## config.mk

```make
export PLATFORM = sky130hd
export DESIGN_NAME = wr_port_arbiter
export DESIGN_NICKNAME = d
export VERILOG_FILES = /design/src/rtl/wr_port_arbiter_pkg.sv /design/src/rtl/wr_port_arbiter_rr_pick.sv /design/src/rtl/wr_port_arbiter.sv
export SDC_FILE = /design/constraint.sdc
export NUM_CORES = 1
export LEC_CHECK = 0
export CAP_MARGIN = 20
export CELL_PAD_IN_SITES_DETAIL_PLACEMENT = 1
export CELL_PAD_IN_SITES_GLOBAL_PLACEMENT = 2
export CORE_UTILIZATION = 19
export CTS_CLUSTER_DIAMETER = 80
export DETAILED_ROUTE_END_ITERATION = 10
export PLACE_DENSITY = 0.81
export SLEW_MARGIN = 20
export SYNTH_ARGS = -nofsm -noshare
export SYNTH_HDL_FRONTEND = slang
export SYNTH_HIERARCHICAL = 1
export SYNTH_SLANG_ARGS = --single-unit
```

## constraint.sdc

```tcl
create_clock -name iClk -period 2.2 [get_ports iClk]
set_input_delay 0.55 -clock iClk [delete_from_list [all_inputs] [get_ports iClk]]
set_output_delay 0.55 -clock iClk [all_outputs]
set_load 0.05 [all_outputs]
```

## src/rtl/wr_port_arbiter_pkg.sv

```systemverilog
// Shared types and sizing helpers for the DMAC master-write port arbiter.
package wr_arb_pkg;

    typedef enum logic [1:0] {ARB_IDLE, ARB_GRANT, ARB_DRAIN} arb_state_e;

    localparam int DEF_NREQ      = 3;
    localparam int DEF_MAX_BURST = 16;
    localparam int DEF_TIMEOUT   = 1024;

    // Bits needed to hold 0..n-1, never less than one.
    function automatic int idx_width(input int n);
        return (n <= 2) ? 1 : $clog2(n);
    endfunction

endpackage

```

## src/rtl/wr_port_arbiter_rr_pick.sv

```systemverilog
// Combinational one-hot round-robin selector: first set request at or after ptr, wrapping to 0.
module rr_pick #(
    parameter int N     = 3,
    parameter int PTR_W = 2
) (
    input  logic [N-1:0]     req,
    input  logic [PTR_W-1:0] ptr,
    output logic [N-1:0]     pick
);

    logic [N-1:0] at_or_after;
    logic [N-1:0] masked;
    logic [N-1:0] masked_first;
    logic [N-1:0] any_first;

    for (genvar gi = 0; gi < N; gi++) begin : g_mask
        assign at_or_after[gi] = (PTR_W'(gi) >= ptr);
    end

    // Lowest set bit of the upper window; fall back to the lowest set bit overall.
    assign masked       = req & at_or_after;
    assign masked_first = masked & (~masked + N'(1));
    assign any_first    = req & (~req + N'(1));
    assign pick         = (|masked) ? masked_first : any_first;

endmodule

```

## src/rtl/wr_port_arbiter.sv

```systemverilog
// Round-robin, burst-locked arbiter sharing the DMAC master-write port among NREQ requesters.
// Optional wait-stall watchdog is built only when WR_ARB_WAIT_TIMEOUT_EN is defined.
module wr_port_arbiter
    import wr_arb_pkg::*;
#(
    parameter int NREQ      = DEF_NREQ,
    parameter int MAX_BURST = DEF_MAX_BURST,
    parameter int TIMEOUT   = DEF_TIMEOUT
) (
    input  logic                 iClk,
    input  logic                 iRstn,
    input  logic [NREQ-1:0]      req_vld_i,
    input  logic [NREQ*32-1:0]   req_addr_i,
    input  logic [NREQ*32-1:0]   req_data_i,
    input  logic [NREQ-1:0]      req_last_i,
    output logic [NREQ-1:0]      req_rdy_o,
    output logic [NREQ-1:0]      gnt_o,
    output logic [31:0]          oAddress_Master_Write,
    output logic [31:0]          oData_Master_Write,
    output logic                 oWrite_Master_Write,
    input  logic                 iWait_Master_Write,
    output logic                 busy_o,
    input  logic                 clr_timeout_i,
    output logic                 timeout_o
);

    localparam int PTR_W = idx_width(NREQ);
    localparam int CNT_W = idx_width(MAX_BURST);
    localparam logic [PTR_W-1:0] LAST_IDX  = PTR_W'(NREQ - 1);
    localparam logic [CNT_W-1:0] LAST_BEAT = CNT_W'(MAX_BURST - 1);

    arb_state_e        state_reg, state_next;
    logic [NREQ-1:0]   gnt_reg, gnt_next;
    logic [PTR_W-1:0]  rr_ptr_reg, rr_ptr_next;
    logic [CNT_W-1:0]  beat_cnt_reg, beat_cnt_next;
    logic [31:0]       addr_reg, addr_next;
    logic [31:0]       data_reg, data_next;
    logic              write_reg, write_next;

    logic [NREQ-1:0]   pick;
    logic [PTR_W-1:0]  gnt_idx;
    logic [PTR_W-1:0]  ptr_after_gnt;
    logic [31:0]       sel_addr;
    logic [31:0]       sel_data;
    logic              sel_vld;
    logic              sel_last;
    logic              slot_free;
    logic              accept;
    logic              beat_done;
    logic              stall_expired;

    rr_pick #(
        .N     (NREQ),
        .PTR_W (PTR_W)
    ) u_rr_pick (
        .req  (req_vld_i),
        .ptr  (rr_ptr_reg),
        .pick (pick)
    );

    // Owner's index and word, muxed from the registered one-hot grant.
    always_comb begin
        gnt_idx  = '0;
        sel_addr = '0;
        sel_data = '0;
        for (int i = 0; i < NREQ; i++) begin
            if (gnt_reg[i]) begin
                gnt_idx  = PTR_W'(i);
                sel_addr = req_addr_i[i*32 +: 32];
                sel_data = req_data_i[i*32 +: 32];
            end
        end
    end

    assign sel_vld       = |(gnt_reg & req_vld_i);
    assign sel_last      = |(gnt_reg & req_last_i);
    assign ptr_after_gnt = (gnt_idx == LAST_IDX) ? '0 : gnt_idx + PTR_W'(1);
    assign slot_free     = !write_reg || !iWait_Master_Write;
    assign beat_done     = write_reg && !iWait_Master_Write;
    assign accept        = (state_reg == ARB_GRANT) && sel_vld && slot_free;
    assign req_rdy_o     = ((state_reg == ARB_GRANT) && slot_free) ? (gnt_reg & req_vld_i) : '0;

`ifdef WR_ARB_WAIT_TIMEOUT_EN
    localparam int TO_W = idx_width(TIMEOUT);

    logic [TO_W-1:0] to_cnt_reg, to_cnt_next;
    logic            timeout_reg, timeout_next;

    always_comb begin
        to_cnt_next   = to_cnt_reg;
        stall_expired = 1'b0;
        if (write_reg && iWait_Master_Write) begin
            if (to_cnt_reg == TO_W'(TIMEOUT - 1)) begin
                stall_expired = 1'b1;
                to_cnt_next   = '0;
            end else begin
                to_cnt_next = to_cnt_reg + TO_W'(1);
            end
        end else if (beat_done) begin
            to_cnt_next = '0;
        end
        // A new error outranks a simultaneous clear.
        timeout_next = stall_expired ? 1'b1 : (clr_timeout_i ? 1'b0 : timeout_reg);
    end

    always_ff @(posedge iClk or negedge iRstn) begin
        if (!iRstn) begin
            to_cnt_reg  <= '0;
            timeout_reg <= 1'b0;
        end else begin
            to_cnt_reg  <= to_cnt_next;
            timeout_reg <= timeout_next;
        end
    end

    assign timeout_o = timeout_reg;
`else
    logic unused_cfg;

    assign stall_expired = 1'b0;
    assign timeout_o     = 1'b0;
    assign unused_cfg    = clr_timeout_i ^ (TIMEOUT > 0);
`endif

    always_comb begin
        state_next    = state_reg;
        gnt_next      = gnt_reg;
        rr_ptr_next   = rr_ptr_reg;
        beat_cnt_next = beat_cnt_reg;
        addr_next     = addr_reg;
        data_next     = data_reg;
        write_next    = write_reg;
        if (stall_expired) begin
            // Abandon the stalled word and hand the port on.
            state_next    = ARB_IDLE;
            gnt_next      = '0;
            write_next    = 1'b0;
            beat_cnt_next = '0;
            rr_ptr_next   = ptr_after_gnt;
        end else begin
            case (state_reg)
                ARB_IDLE: begin
                    if (|req_vld_i) begin
                        gnt_next   = pick;
                        state_next = ARB_GRANT;
                    end
                end
                ARB_GRANT: begin
                    if (accept) begin
                        addr_next     = sel_addr;
                        data_next     = sel_data;
                        write_next    = 1'b1;
                        beat_cnt_next = beat_cnt_reg + CNT_W'(1);
                        if (sel_last || (beat_cnt_reg == LAST_BEAT)) begin
                            state_next = ARB_DRAIN;
                        end
                    end else if (slot_free) begin
                        write_next = 1'b0;
                    end
                end
                ARB_DRAIN: begin
                    if (beat_done) begin
                        write_next    = 1'b0;
                        gnt_next      = '0;
                        beat_cnt_next = '0;
                        rr_ptr_next   = ptr_after_gnt;
                        state_next    = ARB_IDLE;
                    end
                end
                default: state_next = ARB_IDLE;
            endcase
        end
    end

    always_ff @(posedge iClk or negedge iRstn) begin
        if (!iRstn) begin
            state_reg    <= ARB_IDLE;
            gnt_reg      <= '0;
            rr_ptr_reg   <= '0;
            beat_cnt_reg <= '0;
            addr_reg     <= '0;
            data_reg     <= '0;
            write_reg    <= 1'b0;
        end else begin
            state_reg    <= state_next;
            gnt_reg      <= gnt_next;
            rr_ptr_reg   <= rr_ptr_next;
            beat_cnt_reg <= beat_cnt_next;
            addr_reg     <= addr_next;
            data_reg     <= data_next;
            write_reg    <= write_next;
        end
    end

    assign gnt_o                 = gnt_reg;
    assign oAddress_Master_Write = addr_reg;
    assign oData_Master_Write    = data_reg;
    assign oWrite_Master_Write   = write_reg;
    assign busy_o                = (state_reg != ARB_IDLE) || write_reg;

endmodule

```

After elaboration in Yosys (flattened, before gate mapping)
Index checks and enable logic that the tools add are counted. W data, S select, Z words.

Flip-flop bits (word level): 76. Output and inout port bits: 73. Logic and storage cells: 79.

$add $sub $neg: 4. $lt $le $gt $ge: 3. Equal/unequal tests: 9. Multiplexer cells: 26. Bitwise logic cells: 7. Reductions and logical operators: 23.

Operators with widths (number): $mux W32 (6); $and A3 B3 Y3 (5); $mux W2 (6); $mux W3 (4); $reduce_or A3 Y1 (4); $reduce_and A3 Y1 (3); $mux W4 (2); $pmux W4 S2 (1); $add A3 B1 Y3 const B (2); $ne A2 B2 Y1 const B (3); $not A3 Y3 (2); $pmux W2 S3 (1); $pmux W3 S2 (1); $reduce_bool A2 Y1 (3); $add A4 B1 Y4 const B (1); $eq A2 B2 Y1 const B (2); $eq A4 B4 Y1 const B (1); $ge A1 B2 Y1 const A (2); $logic_and A1 B1 Y1 (4); $mux W1 (4); $reduce_and A2 Y1 (2); $reduce_and A4 Y1 (1); $logic_or A1 B1 Y1 (3); $ne A3 B3 Y1 const B (1); other kinds (7) (8).

Longest topological paths before layout
Depth in word-level cells: 8. Gate-level depth with buffers: 7. Mapped depth without buffers: 5.

Hierarchy
Netlist, hierarchy kept.

By module, submodules not included: wr_port_arbiter (times used 1, cells each 436, area each 3976.3 um2, sequential area each 1901.8 um2); rr_pick (times used 1, cells each 10, area each 71.3 um2, sequential area each 0.0 um2).

Least setup slack after synthesis
OpenSTA, ideal clock, no wires.

Path kind: reg2out. Start point: register gnt_reg[1] (netlist: gnt_o[1]). End point: output port req_rdy_o[1]. Arrival time: 1.860 ns. Setup slack: -0.210 ns. Stages on the path, launching flop included: 5. Path through: dfrtp_1 > buf_2 > clkbuf_1 > nand2_1 > nor2_1.

Word-level cells in the longest chain between the ends: 2.

Ends and longest elaborated chain: start: declaration (line wr_port_arbiter.sv:33) `logic [NREQ-1:0] gnt_reg, gnt_next;`; start signal: assignment (line wr_port_arbiter.sv:186) `gnt_reg <= gnt_next;`; $and A3 B3 Y3 (line wr_port_arbiter.sv:81) `assign req_rdy_o = ((state_reg == ARB_GRANT) && slot_free) ? (gnt_reg & req_vld_i) : '0;`; $mux W3 (line wr_port_arbiter.sv:81); end: declaration (line wr_port_arbiter.sv:16) `output logic [NREQ-1:0] req_rdy_o,`.

Every way passes these cells.

Worst setup path in the final report
Start point: input port iWait_Master_Write. End point: output port req_rdy_o[0].

Word-level cells in the longest chain between the ends: 4.

Ends and longest elaborated chain: start: declaration (line wr_port_arbiter.sv:21) `input logic iWait_Master_Write,`; $logic_not A1 Y1 (line wr_port_arbiter.sv:78) `assign slot_free = !write_reg || !iWait_Master_Write;`; $logic_or A1 B1 Y1 (line wr_port_arbiter.sv:78); $logic_and A1 B1 Y1 (line wr_port_arbiter.sv:81); $mux W3 (line wr_port_arbiter.sv:81).

Every way passes these cells.

==> qor.yml <==
setup_viol: 0
ctsResizeCount: 1
min_path_type: "in2async"
ant_nets: 0
wirelength_um: 17600
p_per_area_nw_per_um2: 1440
synth.distinct_cells: 36
use_met3: 0.0358
max_freq_mhz: 470
grt_pass1_wl_um: 26900
required_ns: 1.65
place_congestion: 0.817
nets: 913
status: "finished, final reports clean"
n_antenna_cell: 0
grt-busiest-layer: "met2"
syn_avg_cell_area_um2: 9.08
dpl-instance-area_um2: 7220
drc_errors: 0
core-area_um2: 21000
ctsHtreeMaxLevel: 3
clk_pin_slew_ns: 0.06
drt_iter0_markers: 162
antenna_found_initial: 0
grt_usage: 0.158
cap_violations: 0
numPortBuffers: 272
drt_pass1_iterations: 4
hold_violations: 0
ir_drop_v: 0.000652
fillCellCount: 2401
routedWlPerCell_um: 17.8
slew_headroom: 0.484
die_h_um: 148
use_met1: 0.174
gr-total-overflow: 0
finalClockSkew_ns: 0.00823
yosys_warnings: 6
cts_tree: "built"
crit_arrival_ns: 1.58
clk_latency_ns: 0.34
rows: 53
hpwlAfterDp_um: 13500
synthesis.nets: 649
grt_max_degree: 67
initial_core_util: 0.193
cts_setup_buffers: 0
yosysSeqAreaShare: 0.470
die_x_um: 148
netlist_area_um2: 4050
grt_pass1_vias: 5104
dieArea_um2: 21900
start_kind: "input pin"
critical_path_class: "in2out"
critPathMaxFanout: 3
maxSlewViolCount: 0
seq_area_um2: 1900
rsz0062_at_grt: "false"
drive_gt1_frac: 0.0881
p_leak_nw: 2.99
period_minus_slack_ns: 2.13
io_pins: 275
cts_inserted_buffers: 9
final_area_um2: 7520
cts.sinks: 76
fin_util: 0.359
cts_buffer_depth: 2
area_delta_synth_final_pct: 85.8
netlist_instances: 446
cts_hold_buf: 0
met2_usage: 0.285
worstMarginPinSlew_ns: 0.772
end_kind: "output pin"
synth_seq_cells: 76
multi_input_area_um2: 1920
via_per_inst: 4.74
cts-root-buf: "clkbuf_16"
vias: 4696
fin_crit_sh: 0.967
critical path, cell delays in order:
cell and delay (ns):
clkdlybuf4s50_1 0.43, a21o_1 0.22, nor2_2 0.21, buf_12 0.16
power breakdown:
part,switching [mW],internal (mW)
logic,4.38,2.54
clock network,0.606,0.879
registers,0.384,2.03
layout by cell type, fill, tap and decap left out, types with 3 or more instances in the layout:
cell type	Yosys	final
nand2_1	76	76
o22ai_1	4	4
clkbuf_16	0	9
o31ai_1	65	65
nand3_1	6	6
nor2_1	69	66
inv_1	7	6
buf_12	0	11
nor2_2	1	3
dfrtp_1	76	74
a221oi_1	65	65
buf_4	8	26
clkdlybuf4s50_1	0	260
a22oi_1	3	3
synthesized netlist by cell type, drive strengths merged:
master	instances	area [um^2]
dfrtp	76	1900
nand2	76	285
nor2	70	265
a221oi	65	569
o31ai	65	488
clkbuf	28	105
buf	17	111
inv	7	26.3
nand3	6	30.0
o22ai	4	25.0
a22oi	3	22.5
nor2b	3	21.3
o21ai	3	15.0
a21o	2	15.0
a21oi	2	10.0
a222oi	2	20.0
nand2b	2	12.5
nor3	2	10.0
a211o	1	8.76
a211oi	1	7.51
a22o	1	8.76
a2bb2oi	1	8.76
conb	1	3.75
ha	1	12.5
mux2	1	11.3
mux2i	1	10.0
nor3b	1	7.51
o221a	1	11.3
o31a	1	8.76
or3	1	6.26
xnor2	1	8.76
worst paths after layout:
check | cells past startpoint | from | slack [ns] | endpoint
setup / recovery | 4 | iWait_Master_Write | 0.07 | req_rdy_o[0]
max in group asynchronous | 2 | iRstn | 1.39 | gnt_o[2]
hold / removal | 1 | iRstn | 0.18 | oAddress_Master_Write[0]
setup reg to reg | 7 | gnt_o[0] | 0.31 | oData_Master_Write[17]
min in group iClk | 2 | oAddress_Master_Write[30] | 0.48 | oAddress_Master_Write[30]
hold reg to reg | 2 | oAddress_Master_Write[30] | 0.48 | oAddress_Master_Write[30]
final cells by class:
cell class	count	share of cell area
tap	275	0.0457
multi-input combinational	318	0.256
clock buffer	10	0.0304
sequential	76	0.253
timing repair buffer	298	0.403
inverter	7	0.00349
clock inverter	6	0.00865
kinds of logic (layout without fill, tap and decap cells):
kind of cell / after synthesis / in the layout / share of synthesized area
AO/OA/AOI/OAI: 152 / 152 / 0.301
XOR/XNOR: 1 / 1 / 0.00216
adder cells (fa/ha/maj): 1 / 1 / 0.00309
buffers and inverters: 52 / 321 / 0.0600
flip-flops: 76 / 76 / 0.470
multiplexers: 2 / 2 / 0.00525
other: 1 / 1 / 0.000926
AND/OR/NAND/NOR: 161 / 161 / 0.158
stage by stage:
stage	total power, mW	setup TNS, ns	hold slack (ns)	worst slack [ns]	std cells
6_report	10.8	0	0.177	0.0733	990
5_1_grt	11.5	0	0.202	0.0379	990
4_1_cts	11.0	0	0.175	0.0669	990
3_5_place_dp	9.44	-6.56	0.466	-0.171	974
3_3_place_gp	9.23	-3.28	0.458	-0.0682	974
2_1_floorplan	6.77	-0.00458	0.254	-0.00458	446
layer usage:
metal	routed length (um)	part of all wire
met2	8800	0.50
met1	7040	0.40
met5	0	0
met3	1240	0.070
met4	511	0.029
Note: power is estimated with default switching activity, not from simulation.
